**src/rtl/gpio_pio_arbiter.sv**
```systemverilog
// gpio_pio_arbiter
// Round-robin arbiter that shares one PIO Avalon-MM slave between several
// requesters. Each transaction costs three cycles:
//   IDLE  : pick a winner, pulse its req_ready and capture its command.
//   ISSUE : present the command to the PIO with chipselect raised.
//   RESP  : return the PIO's registered readdata to the winner with rsp_valid.
// The PIO address and write data come straight from the command registers.
// They therefore hold the last command's value while no access is running.
module gpio_pio_arbiter #(
  parameter int NUM_REQ = 4,
  parameter int DATA_W  = 32
) (
  input  logic                      clk,
  input  logic                      reset,
  input  logic [NUM_REQ-1:0]        req_valid,
  input  logic [NUM_REQ-1:0]        req_write,
  input  logic [2*NUM_REQ-1:0]      req_addr,
  input  logic [DATA_W*NUM_REQ-1:0] req_wdata,
  output logic [NUM_REQ-1:0]        req_ready,
  output logic [NUM_REQ-1:0]        rsp_valid,
  output logic [DATA_W-1:0]         rsp_rdata,
  output logic                      busy,
  output logic [1:0]                pio_address,
  output logic                      pio_chipselect,
  output logic                      pio_write_n,
  output logic [DATA_W-1:0]         pio_writedata,
  input  logic [DATA_W-1:0]         pio_readdata
);

  localparam int PTR_W = (NUM_REQ > 1) ? $clog2(NUM_REQ) : 1;

  localparam logic [1:0] S_IDLE  = 2'd0;
  localparam logic [1:0] S_ISSUE = 2'd1;
  localparam logic [1:0] S_RESP  = 2'd2;

  logic [1:0]        state;
  logic [PTR_W-1:0]  ptr;
  logic [PTR_W-1:0]  win;
  logic [PTR_W-1:0]  cand;
  logic [PTR_W-1:0]  ptr_next;
  logic              found;
  logic              grant;

  logic              cmd_write;
  logic [1:0]        cmd_addr;
  logic [DATA_W-1:0] cmd_wdata;
  logic [PTR_W-1:0]  cmd_idx;

  // Search the requests from ptr upwards and wrap around; the first pending requester wins.
  always_comb begin
    found = 1'b0;
    win   = '0;
    cand  = '0;
    for (int i = 0; i < NUM_REQ; i++) begin
      cand = PTR_W'((int'(ptr) + i) % NUM_REQ);
      if (!found && req_valid[cand]) begin
        found = 1'b1;
        win   = cand;
      end
    end
  end

  // A grant happens only in IDLE. It is held off during reset so that no acceptance pulse gets lost.
  assign grant     = found && (state == S_IDLE) && !reset;
  assign req_ready = grant ? (NUM_REQ'(1) << win) : '0;
  assign ptr_next  = (win == PTR_W'(NUM_REQ - 1)) ? '0 : win + 1'b1;

  // State, pointer and command capture. Reset abandons any in-flight access without a response.
  always_ff @(posedge clk) begin
    if (reset) begin
      state     <= S_IDLE;
      ptr       <= '0;
      cmd_write <= 1'b0;
      cmd_addr  <= '0;
      cmd_wdata <= '0;
      cmd_idx   <= '0;
    end else begin
      case (state)
        S_IDLE: begin
          if (grant) begin
            cmd_write <= req_write[win];
            cmd_addr  <= req_addr[2*int'(win) +: 2];
            cmd_wdata <= req_wdata[DATA_W*int'(win) +: DATA_W];
            cmd_idx   <= win;
            ptr       <= ptr_next;
            state     <= S_ISSUE;
          end
        end
        S_ISSUE: state <= S_RESP;
        S_RESP:  state <= S_IDLE;
        default: state <= S_IDLE;
      endcase
    end
  end

  assign busy           = (state == S_ISSUE) || (state == S_RESP);
  assign pio_chipselect = (state == S_ISSUE);
  assign pio_write_n    = !((state == S_ISSUE) && cmd_write);
  assign pio_address    = cmd_addr;
  assign pio_writedata  = cmd_wdata;

  // The PIO returns readdata one cycle after the address, so it is valid in RESP.
  assign rsp_valid = (state == S_RESP) ? (NUM_REQ'(1) << cmd_idx) : '0;
  assign rsp_rdata = ((state == S_RESP) && !cmd_write) ? pio_readdata : '0;

endmodule
```
**config.mk**
```make
export PLATFORM = sky130hd
export DESIGN_NAME = gpio_pio_arbiter
export DESIGN_NICKNAME = d
export VERILOG_FILES = /design/src/rtl/gpio_pio_arbiter.sv
export SDC_FILE = /design/constraint.sdc
export NUM_CORES = 1
export LEC_CHECK = 0
export ABC_AREA = 1
export BUFFER_PORTS_ARGS = -buffer_cell sky130_fd_sc_hd__buf_2
export CAP_MARGIN = 20
export CORE_MARGIN = 5
export CORE_UTILIZATION = 38
export DETAILED_ROUTE_END_ITERATION = 7
export GPL_TIMING_DRIVEN = 0
export PLACE_DENSITY_LB_ADDON = 0.1
export SYNTH_ARGS = -nofsm -noshare
export SYNTH_HDL_FRONTEND = slang
export SYNTH_SLANG_ARGS = --single-unit
export TNS_END_PERCENT = 30
```
**constraint.sdc**
```tcl
create_clock -name clk -period 1.8 [get_ports clk]
set_clock_uncertainty 0.1 [all_clocks]
set_input_delay 0.36 -clock clk [delete_from_list [all_inputs] [get_ports clk]]
set_output_delay 0.36 -clock clk [all_outputs]
set_load 0.01 [all_outputs]
```
# Word-level counts from Yosys, hierarchy flattened
# Cells that the tools add are included.
# totals
reg_bits,41
latch_bits,0
mem_bits_rw,0
mem_bits_ro,0
inputBits,178
out_inout_bits,77
wordCells,63
n_memories,0
# op_classes
add_sub_neg,4
n_mul,0
div_mod_pow,0
magnitude_cmp,5
n_eq_ne,4
shift,4
n_mux,24
bitwise_logic,0
n_reduce_logical,16
# ops
op,count
$shiftx 128x8->32,1
$mux 32,1
$lt 2x3->1 const B,5
$mux 2,6
$bmux 1 s2,5
$mux 1,9
$mux 4,2
$shiftx 8x4->2,1
$shl 1x2->4 const A,2
$logic_and 1x1->1,7
$logic_not 1->1,6
$add 2x1->2 const B,2
$add 2x2->2 const B,2
$eq 2x2->1 const B,2
$pmux 2 s2,1
$eq 2x1->1 const B,1
$logic_not 2->1,1
$ne 2x2->1 const B,1
$reduce_and 2->1,1
$logic_or 1x1->1,1

# Longest topological paths before layout
# Gate-level depths: netlist (run 1).
# logic_depth
depth_word,16
mapped_depth,16
depth_no_buf,15

# Least setup slack after synthesis (run 1)
# No wires, ideal clock.
# synth_path
kind,flip-flop to output port
startpoint,register ptr[0]
endpoint,output req_ready[0]
t_arrival_ns,1.660
t_required_ns,1.340
path_slack_ns,-0.320
path_stages_with_launch,13
path_buffers,2
path_cell_list,dfxtp_1 -> buf_4 -> nand2_1 -> nand2_1 -> nand2_1 -> nand2_1 -> nor2_4 -> nand2_1 -> o21ai_2 -> nor2_2 -> buf_2 -> inv_1 -> nor3_1
# synth_via
elab_chain_cells,15
elab_cells_between_ends,29
cone_classes,3 x add/sub; 1 x shift; 17 x mux; 8 x reduce/logical
# synth_lines
element,line,text
"start, declared",37,logic [PTR_W-1:0] ptr;
"start signal, assigned",85,ptr <= ptr_next;
branches (longest 14 deep; another with $add 2x1->2),-,
$mux 4 *,65,assign req_ready = grant ? (NUM_REQ'(1) << win) : '0;
"end, declared",19,"output logic [NUM_REQ-1:0] req_ready,"
# Every way passes the cells marked *. The select of a mux whose other input is x is not followed.

# Worst setup path in the final report (run 1)
# layout_path
startpoint,register ptr[0]
endpoint,output req_ready[3]
# The elaborated chain is that of the path after synthesis.

==> flow_summary.toml, run 1 <==
[drt]
route.detailed.drc = 0
ant_nets = 0
num_vias = 5048
wl_per_cell_um = 14.0
vias_per_cell = 4.76
wl_um = 14800
drt-initial-drc-count = 224
first_pass_iters = 4

[grt]
overflow = 0
grt_pass1_vias = 4700
grt_pass1_wl_um = 22300
grt_max_degree = 14
antenna_found_initial = 0
grt_use_total = 0.243

[floorplanning]
core_um2 = 9060
die_y_um = 106
die_w_um = 106
io_pins = 255
initial_core_util = 0.384
design.die.area_um2 = 11200
rows = 35

[final_layout]
final_area_um2 = 5630
drive_above_1_share = 0.424
diodes = 0
nNetsFinal = 1131
syn_to_final_growth_pct = 62.0
fin_util = 0.622
finalNonFillerCells = 1061

[sta]
timing.final.ws_setup_ns = -0.590
holdWs_ns = 0.321
fin_crit_sh = 1.33
rsz0062_at_grt = "true"
setup-violations-final = 74
worst_slew_pin_slew_ns = 0.467
max_clock_freq_mhz = 418
min_period_ns = 2.39
slew_viol_final = 0
final_hold_viol_count = 0
maxSlewHeadroom = 0.689
tns_ns = -17.86

[worst_setup_path]
r2r-start = "ptr[0]$_SDFFE_PP0P_"
critPathRequiredTime_ns = 1.34
cp-end-kind = "primary output"
startpoint_type = "flop"
critPathMaxFanout = 5
arrival_ns = 1.93
startpoint = "ptr[0]$_SDFFE_PP0P_"
crit_type = "flop to primary output"

[synth]
syn_nets = 850
synth.distinct_cells = 25
synth_area_um2 = 3480
yosysTopAreaCellShare = 0.421
synth_cells = 668
synth_area_leader_cell = "nand2_1"
ys_warn_count = 0
synth.ff_latch_count = 41
post_synth.cell_area_avg_um2 = 5.21
synth_area_leaders = "nand2_1, dfxtp_1, nand3_1"
synth-seq-area-share = 0.236

[clock_tree]
clock-sinks = 41
htreeDepth = 2
worstSkewPairLatency_ns = 0.30
path_clk_slew_ns = 0.09
root_buffer = "clkbuf_8"
clock_path_buffers = 2
cts_hold_buf = 0
tritoncts = "built"
cts_made_buffers = 5

[pwr]
p_per_area_nw_per_um2 = 1740
p_leak_nw = 3.60
vdd_drop_max_mv = 0.722
fin_total_pwr_mw = 9.79

[placement]
port_buffers = 254
dp_slack_ns = -0.633
dp_cells = 1033
globalplace.congestion = 0.912
place_area_um2 = 4970
hpwlAfterDp_um = 11600

[worst_hold_path]
hp-class = "primary input to flop"
hp-start = "req_wdata[90]"

[run_status]
violations = "negative setup slack"
status = "complete, but fails checks"

[job]
maxCapViolations = 0
==> synth_stat cells <==
master,n
nand2_1,390
nand3_1,77
inv_1,48
dfxtp_1,41
nor2_1,38
buf_2,17
buf_4,7
buf_6,7
nor3_1,7
buf_1,5
clkbuf_1,4
ha_1,4
inv_2,4
nand2_2,3
o21ai_0,3
nand2_4,2
nor2_2,2
o22ai_1,2
a21oi_1,1
nand3_2,1
nand4_1,1
nor2_4,1
o21ai_1,1
o21ai_2,1
or2_2,1
==> timing repair <==
action | 4_1_cts | 5_1_grt
buffers inserted | 16 | 3
pin swaps | 15 | 21
gates cloned | 3 | 1
endpoints found under the hold margin | 0 | 0
endpoints found under the setup margin | 77 | 79
gates resized for setup | 63 | 63
==> critical path, cell delays in order, from the launching register on <==
cell     delay, ns
dfxtp_4       0.38
buf_8         0.14
nand2_4       0.06
nand2_4       0.06
nand2_4       0.07
nand2_4       0.06
nor2_4        0.14
nand3_2       0.11
nand2_4       0.12
nand2_8       0.06
buf_8         0.14
inv_8         0.06
nand2_4       0.05
nor2_4        0.07
buf_6         0.10
==> placed cells by master (no fill, tap or decap), types with 2 or more instances in the layout <==
cell,synthesis,final
buf_4,7,25
nand3_2,1,3
nand2_2,3,19
nand3_4,0,2
inv_4,0,4
ha_1,4,3
nor2_1,38,18
nor3_2,0,4
buf_8,0,6
inv_1,48,41
o21ai_0,3,3
nor2_4,1,5
buf_6,7,15
nor3_1,7,2
clkbuf_8,0,10
o22ai_1,2,2
dfxtp_1,41,37
clkbuf_4,0,2
dfxtp_2,0,2
inv_2,4,5
nand2_4,2,12
nand3_1,77,73
nand2_1,390,363
buf_2,17,258
nor2_2,2,18
buf_1,5,3
dfxtp_4,0,2
==> cell type report <==
type	count	area, um2
fill	923	3430
multi-input combinational	535	2510
timing repair buffer	275	1490
sequential	41	831
buffer	39	359
inverter	52	218
tap	111	139
clock buffer	7	86.3
clock inverter	1	7.51
==> where the power goes <==
group,switching [mW],internal [mW]
clock network,0.331,0.312
logic,4.62,3.15
registers,0.174,1.20
==> flip-flops by register name, summed over array words and instances, names as in the netlist <==
name           flops
state              2
pio_writedata     32
cmd_idx            2
cmd_write          1
ptr                2
pio_address        2
==> final timing paths <==
check / end / cells past startpoint / slack (ns)
worst max register to register: cmd_write$_SDFFE_PP0P_ / 17 / -0.33
worst max-delay path: req_ready[3] / 14 / -0.59
worst min-delay path: pio_writedata[26]$_SDFFE_PP0P_ / 7 / 0.32
worst min register to register: pio_writedata[5]$_SDFFE_PP0P_ / 2 / 0.35
==> per-layer routing <==
metal | GRT usage | up-vias | part of all wire
met5 | 0 | - | 0
met4 | 0.0555 | 0 | 0.0094
met3 | 0.0533 | 12 | 0.080
met2 | 0.459 | 199 | 0.51
met1 | 0.275 | 2248 | 0.40
li1 | - | 2589 | -
==> cells by family after synthesis <==
kind of cell,count (synthesis),synth area share
and+or+nand+nor,523,0.608
buffers and inverters,92,0.128
DFF,41,0.236
AOI/OAI and AO/OA,8,0.0133
adders and majority gates,4,0.0144
No activity file was read; power rests on OpenSTA's default activity.
==> inputs of run 2 (changes only) <==
- BUFFER_PORTS_ARGS: -buffer_cell sky130_fd_sc_hd__buf_2 -> -buffer_cell sky130_fd_sc_hd__clkbuf_2
- CELL_PAD_IN_SITES_DETAIL_PLACEMENT: not set -> 1
- CELL_PAD_IN_SITES_GLOBAL_PLACEMENT: not set -> 2
- CORE_UTILIZATION: 38 -> 18
- clock period: 1.8 -> 2.46 ns (I/O delays scaled with it)
==> run 2 against run 1 <==
  * The flow still finishes with violations (negative setup slack)
  * Final area increased by 1.6%
  * Total power is 26% lower
  * Global-route usage down 8.6 points
  * Flip-flop and latch count stayed put
  * Sequential power fell by 28%
  * Sequential share of layout area fell by 0.27 points
  * Count of clock-buffer cells in the layout unchanged
  * Largest power group unchanged
==> flow_summary.toml, run 2 (synthesized netlist as in run 1, its figures left out) <==
[run_status]
status = "complete, but fails checks"
violations = "negative setup slack"

[final_layout]
final_area_um2 = 5720
layout_commonest_cell = "nand2_1"
drive_above_1_share = 0.393
nNetsFinal = 1131
syn_to_final_growth_pct = 64.6
final_cell_mix = "nand2_1, clkbuf_2, nand3_1, inv_1, dfxtp_1"
diodes = 0
fin_util = 0.303
largest_reg_flops = 32
finalNonFillerCells = 1210

[placement]
dp_cells = 1182
globalplace.congestion = 0.764
dp_slack_ns = -0.472
hpwlAfterDp_um = 14800
place_area_um2 = 5070
port_buffers = 254

[worst_setup_path]
cp-end-kind = "primary output"
cp_top_family = "simple AND/OR/NAND/NOR gates"
crit_chain = "buf_8, nand2_2, nand2_4, nand2_2, nand2_2, nor2_4, nand4_1, nand3_4, buf_6, nor2_4, nand2_2, inv_1, clkbuf_2"
critPathRequiredTime_ns = 1.87
cp_slowest_cell = "dfxtp_4"
path_buf_inv = 4
critPathMaxFanout = 5
startpoint_type = "flop"
arrival_ns = 1.97
max_stage_delay_ns = 0.38
crit_type = "flop to primary output"
crit_top_cell = "nand2_2"

[clock_tree]
worstSkewPairLatency_ns = 0.30
cts_made_buffers = 5
cts_hold_buf = 0
clock-sinks = 41
root_buffer = "clkbuf_16"
clock_path_buffers = 2
tritoncts = "built"
htreeDepth = 2
path_clk_slew_ns = 0.07

[drt]
route.detailed.drc = 0
wl_um = 18500
wl_per_cell_um = 15.3
dr_wl_met2_um = 9220
top_layer = "met4"
wl_met1_um = 8010
num_vias = 4913
ant_nets = 0
drt-initial-drc-count = 136
dr_wl_met3_um = 1180
vias_per_cell = 4.06
first_pass_iters = 4

[pwr]
fin_total_pwr_mw = 7.29
p_per_area_nw_per_um2 = 1270
p_leak_nw = 3.59
vdd_drop_max_mv = 0.397

[sta]
maxSlewHeadroom = 0.659
worst_slew_pin_slew_ns = 0.511
max_clock_freq_mhz = 390
setup-violations-final = 4
timing.final.ws_setup_ns = -0.101
fin_crit_sh = 1.04
min_period_ns = 2.56
slew_viol_final = 0
final_hold_viol_count = 0
rsz0062_at_grt = "true"

[grt]
grt_max_degree = 17
overflow = 0
grt_use_total = 0.157
grt_pass1_wl_um = 27200
antenna_found_initial = 0
grt_pass1_vias = 4863

[floorplanning]
design.die.area_um2 = 22200
die_y_um = 149
core_um2 = 18900
io_pins = 255
initial_core_util = 0.184
rows = 50
die_w_um = 149

[worst_hold_path]
hp-class = "flop to flop"

[job]
maxCapViolations = 0
-- run 2: final timing paths --
kind                                                startpoint                             end  slack [ns]  cells past startpoint
worst max-delay path                       ptr[0]$_SDFFE_PP0P_                    req_ready[1]       -0.10                     13
worst min-delay path            pio_writedata[29]$_SDFFE_PP0P_  pio_writedata[29]$_SDFFE_PP0P_        0.35                      2
worst max register to register             ptr[0]$_SDFFE_PP0P_  pio_writedata[26]$_SDFFE_PP0P_        0.18                     17
worst min register to register  pio_writedata[29]$_SDFFE_PP0P_  pio_writedata[29]$_SDFFE_PP0P_        0.35                      2
-- run 2: worst reg2reg max path, cell delays in order, from the launching register on --
cell and delay (ns):
dfxtp_4 0.40, buf_8 0.15, nand2_4 0.06, nand2_4 0.09, nand2_2 0.07, nand2_2 0.08, nor2_2 0.05, nor2_4 0.15
nand2_8 0.09, nand2_8 0.11, buf_4 0.28, buf_6 0.20, nand2_1 0.06, nand2_1 0.09, nand2_1 0.06, nand2_1 0.06
nand2_1 0.05, nand2_1 0.07
-- run 2: layer usage --
layer | vias up | GRT usage
met5 | - | 0
met2 | 142 | 0.280
met1 | 2184 | 0.194
met4 | 0 | 0.0233
li1 | 2580 | -
met3 | 7 | 0.0398
-- run 2: cell type report --
| cell class | instances | area, um2 |
|---|---|---|
| fillers | 2630 | 13200 |
| multi-input cells | 535 | 2460 |
| repair buffers | 276 | 1460 |
| flip-flops and latches | 41 | 828 |
| well taps | 260 | 325 |
| plain buffers | 38 | 278 |
| inverters | 52 | 213 |
| clock buffers | 7 | 153 |
| clock inverters | 1 | 8.76 |
-- run 2: per-stage QoR --
step	hold slack, ns	setup TNS, ns
3_5_place_dp	0.341	-1.42
6_report	0.349	-0.278
3_3_place_gp	0.336	-1.33
4_1_cts	0.355	-0.378
5_1_grt	0.366	-0.643
2_1_floorplan	0.338	0
-- run 2: power breakdown --
group | internal (mW) | switching [mW] | total [mW]
registers | 0.878 | 0.121 | 0.999
logic | 2.07 | 3.48 | 5.55
clock network | 0.436 | 0.307 | 0.744
-- run 2: timing repair --
item,in CTS,in global routing
pin swaps,22,9
buffers inserted,18,3
resized for setup,73,24
endpoints found under the setup margin,34,40
cloned,1,0
==> inputs of run 3 (changes only) <==
- SKIP_CTS_REPAIR_TIMING: not set -> 1
- SLEW_MARGIN: not set -> 30
==> run 3 against run 2 <==
  * The flow still finishes with violations (negative setup slack)
  * Cell count increased by 1.2%
  * Hold slack hardly changed
  * Total power grew 3.5%
  * Critical path depth decreased by 1
  * Count of clock-buffer cells in the layout unchanged
  * Clock power about the same
  * Fmax decreased by 3.3%
  * Critical endpoint unchanged
  * Largest power group unchanged
==> flow_summary.toml, run 3 (synthesized netlist as in run 1, its figures left out) <==
[drt]
num_vias = 4964
vias_per_cell = 4.05
first_pass_iters = 6
drt-initial-drc-count = 157
wl_per_cell_um = 15.1
wl_um = 18500
route.detailed.drc = 0
ant_nets = 0

[worst_setup_path]
startpoint = "ptr[0]$_SDFFE_PP0P_"
r2r-start = "ptr[0]$_SDFFE_PP0P_"
critPathRequiredTime_ns = 1.87
cp_top_family = "simple AND/OR/NAND/NOR gates"
startpoint_type = "flop"
arrival_ns = 2.06
cp_slowest_cell = "dfxtp_4"
crit_chain = "buf_8, nand2_2, nand3_2, nand2_2, nor2_4, nand4_1, nand3_4, buf_8, nor2_2, nand2_1, inv_1, buf_2"
path_buf_inv = 4
cp-end-kind = "primary output"
max_stage_delay_ns = 0.39
critPathMaxFanout = 5
crit_type = "flop to primary output"

[final_layout]
final_area_um2 = 5820
largest_reg_flops = 32
diodes = 0
drive_above_1_share = 0.397
final_cell_mix = "nand2_1, clkbuf_2, nand3_1, inv_1"
layout_commonest_cell = "nand2_1"
syn_to_final_growth_pct = 67.4
fill_cells = 2630
regArea_um2 = 828
nNetsFinal = 1146
multi_input_area_um2 = 2430

[run_status]
violations = "negative setup slack"
status = "complete, but fails checks"

[clock_tree]
htreeDepth = 2
tritoncts = "built"
clock-sinks = 41
path_clk_slew_ns = 0.07
cts_made_buffers = 5
root_buffer = "clkbuf_16"
clock_path_buffers = 2
worstSkewPairLatency_ns = 0.30

[sta]
slew_viol_final = 0
max_clock_freq_mhz = 377
final_hold_viol_count = 0
maxSlewHeadroom = 0.655
timing.final.ws_setup_ns = -0.189
fin_crit_sh = 1.08
rsz0062_at_grt = "true"
holdWs_ns = 0.349
setup-violations-final = 4
worst_slew_pin_slew_ns = 0.518
min_period_ns = 2.65

[grt]
antenna_found_initial = 0
grt_pass1_vias = 4723
overflow = 0
grt_max_degree = 14
grt_use_total = 0.150
grt_pass1_wl_um = 26200

[placement]
globalplace.congestion = 0.764
port_buffers = 254
place_area_um2 = 5070
hpwlAfterDp_um = 14800

[pwr]
fin_total_pwr_mw = 7.54
p_leak_nw = 3.66
p_per_area_nw_per_um2 = 1300
vdd_drop_max_mv = 0.402

[floorplanning]
io_pins = 255
die_y_um = 149
rows = 50
core_um2 = 18900
die_w_um = 149
initial_core_util = 0.184
design.die.area_um2 = 22200

[worst_hold_path]
hp-start = "pio_writedata[29]$_SDFFE_PP0P_"
hp-class = "flop to flop"

[job]
maxCapViolations = 0
run 3: per-layer routing:
layer | up-vias | part of all wire | global-route usage
li1 | 2620 | - | -
met1 | 2203 | 0.44 | 0.189
met2 | 134 | 0.49 | 0.263
met3 | 7 | 0.064 | 0.0398
met4 | 0 | 0.0057 | 0.0233
met5 | - | 0 | 0
run 3: cell type report:
class	instances	area share
buffer	38	0.0490
clock buffer	7	0.0262
clock inverter	1	0.00151
inverter	52	0.0366
multi-input combinational	536	0.418
sequential	41	0.142
tap	260	0.0559
timing repair buffer	290	0.271
run 3: worst paths after layout:
path / to / slack, ns / depth (start not counted)
worst max-delay path: req_ready[1] / -0.19 / 12
worst min-delay path: pio_writedata[29]$_SDFFE_PP0P_ / 0.35 / 2
worst max register to register: pio_writedata[25]$_SDFFE_PP0P_ / 0.15 / 16
worst min register to register: pio_writedata[29]$_SDFFE_PP0P_ / 0.35 / 2
run 3: stage by stage:
step,setup TNS (ns),util,setup slack [ns],std cells
CTS,-10.22,0.277,-0.740,1190
floorplan,0,-,0.171,668
finish,-0.562,0.308,-0.189,1225
global route,-0.966,0.308,-0.270,1225
detailed placement,-1.42,0.269,-0.472,1182
global placement,-1.33,0.269,-0.456,1182
run 3: worst min-delay path: cells and delay by family (launching register included):
family,cells,cell delay (ns)
AND/OR/NAND/NOR,2,0.10
flip-flops,1,0.30
run 3: where the power goes:
part | switching (mW) | internal [mW] | leakage (nW)
registers | 0.123 | 0.878 | 0.339
clock network | 0.310 | 0.437 | 0.0805
logic | 3.50 | 2.29 | 3.24
total | 3.93 | 3.61 | 3.66
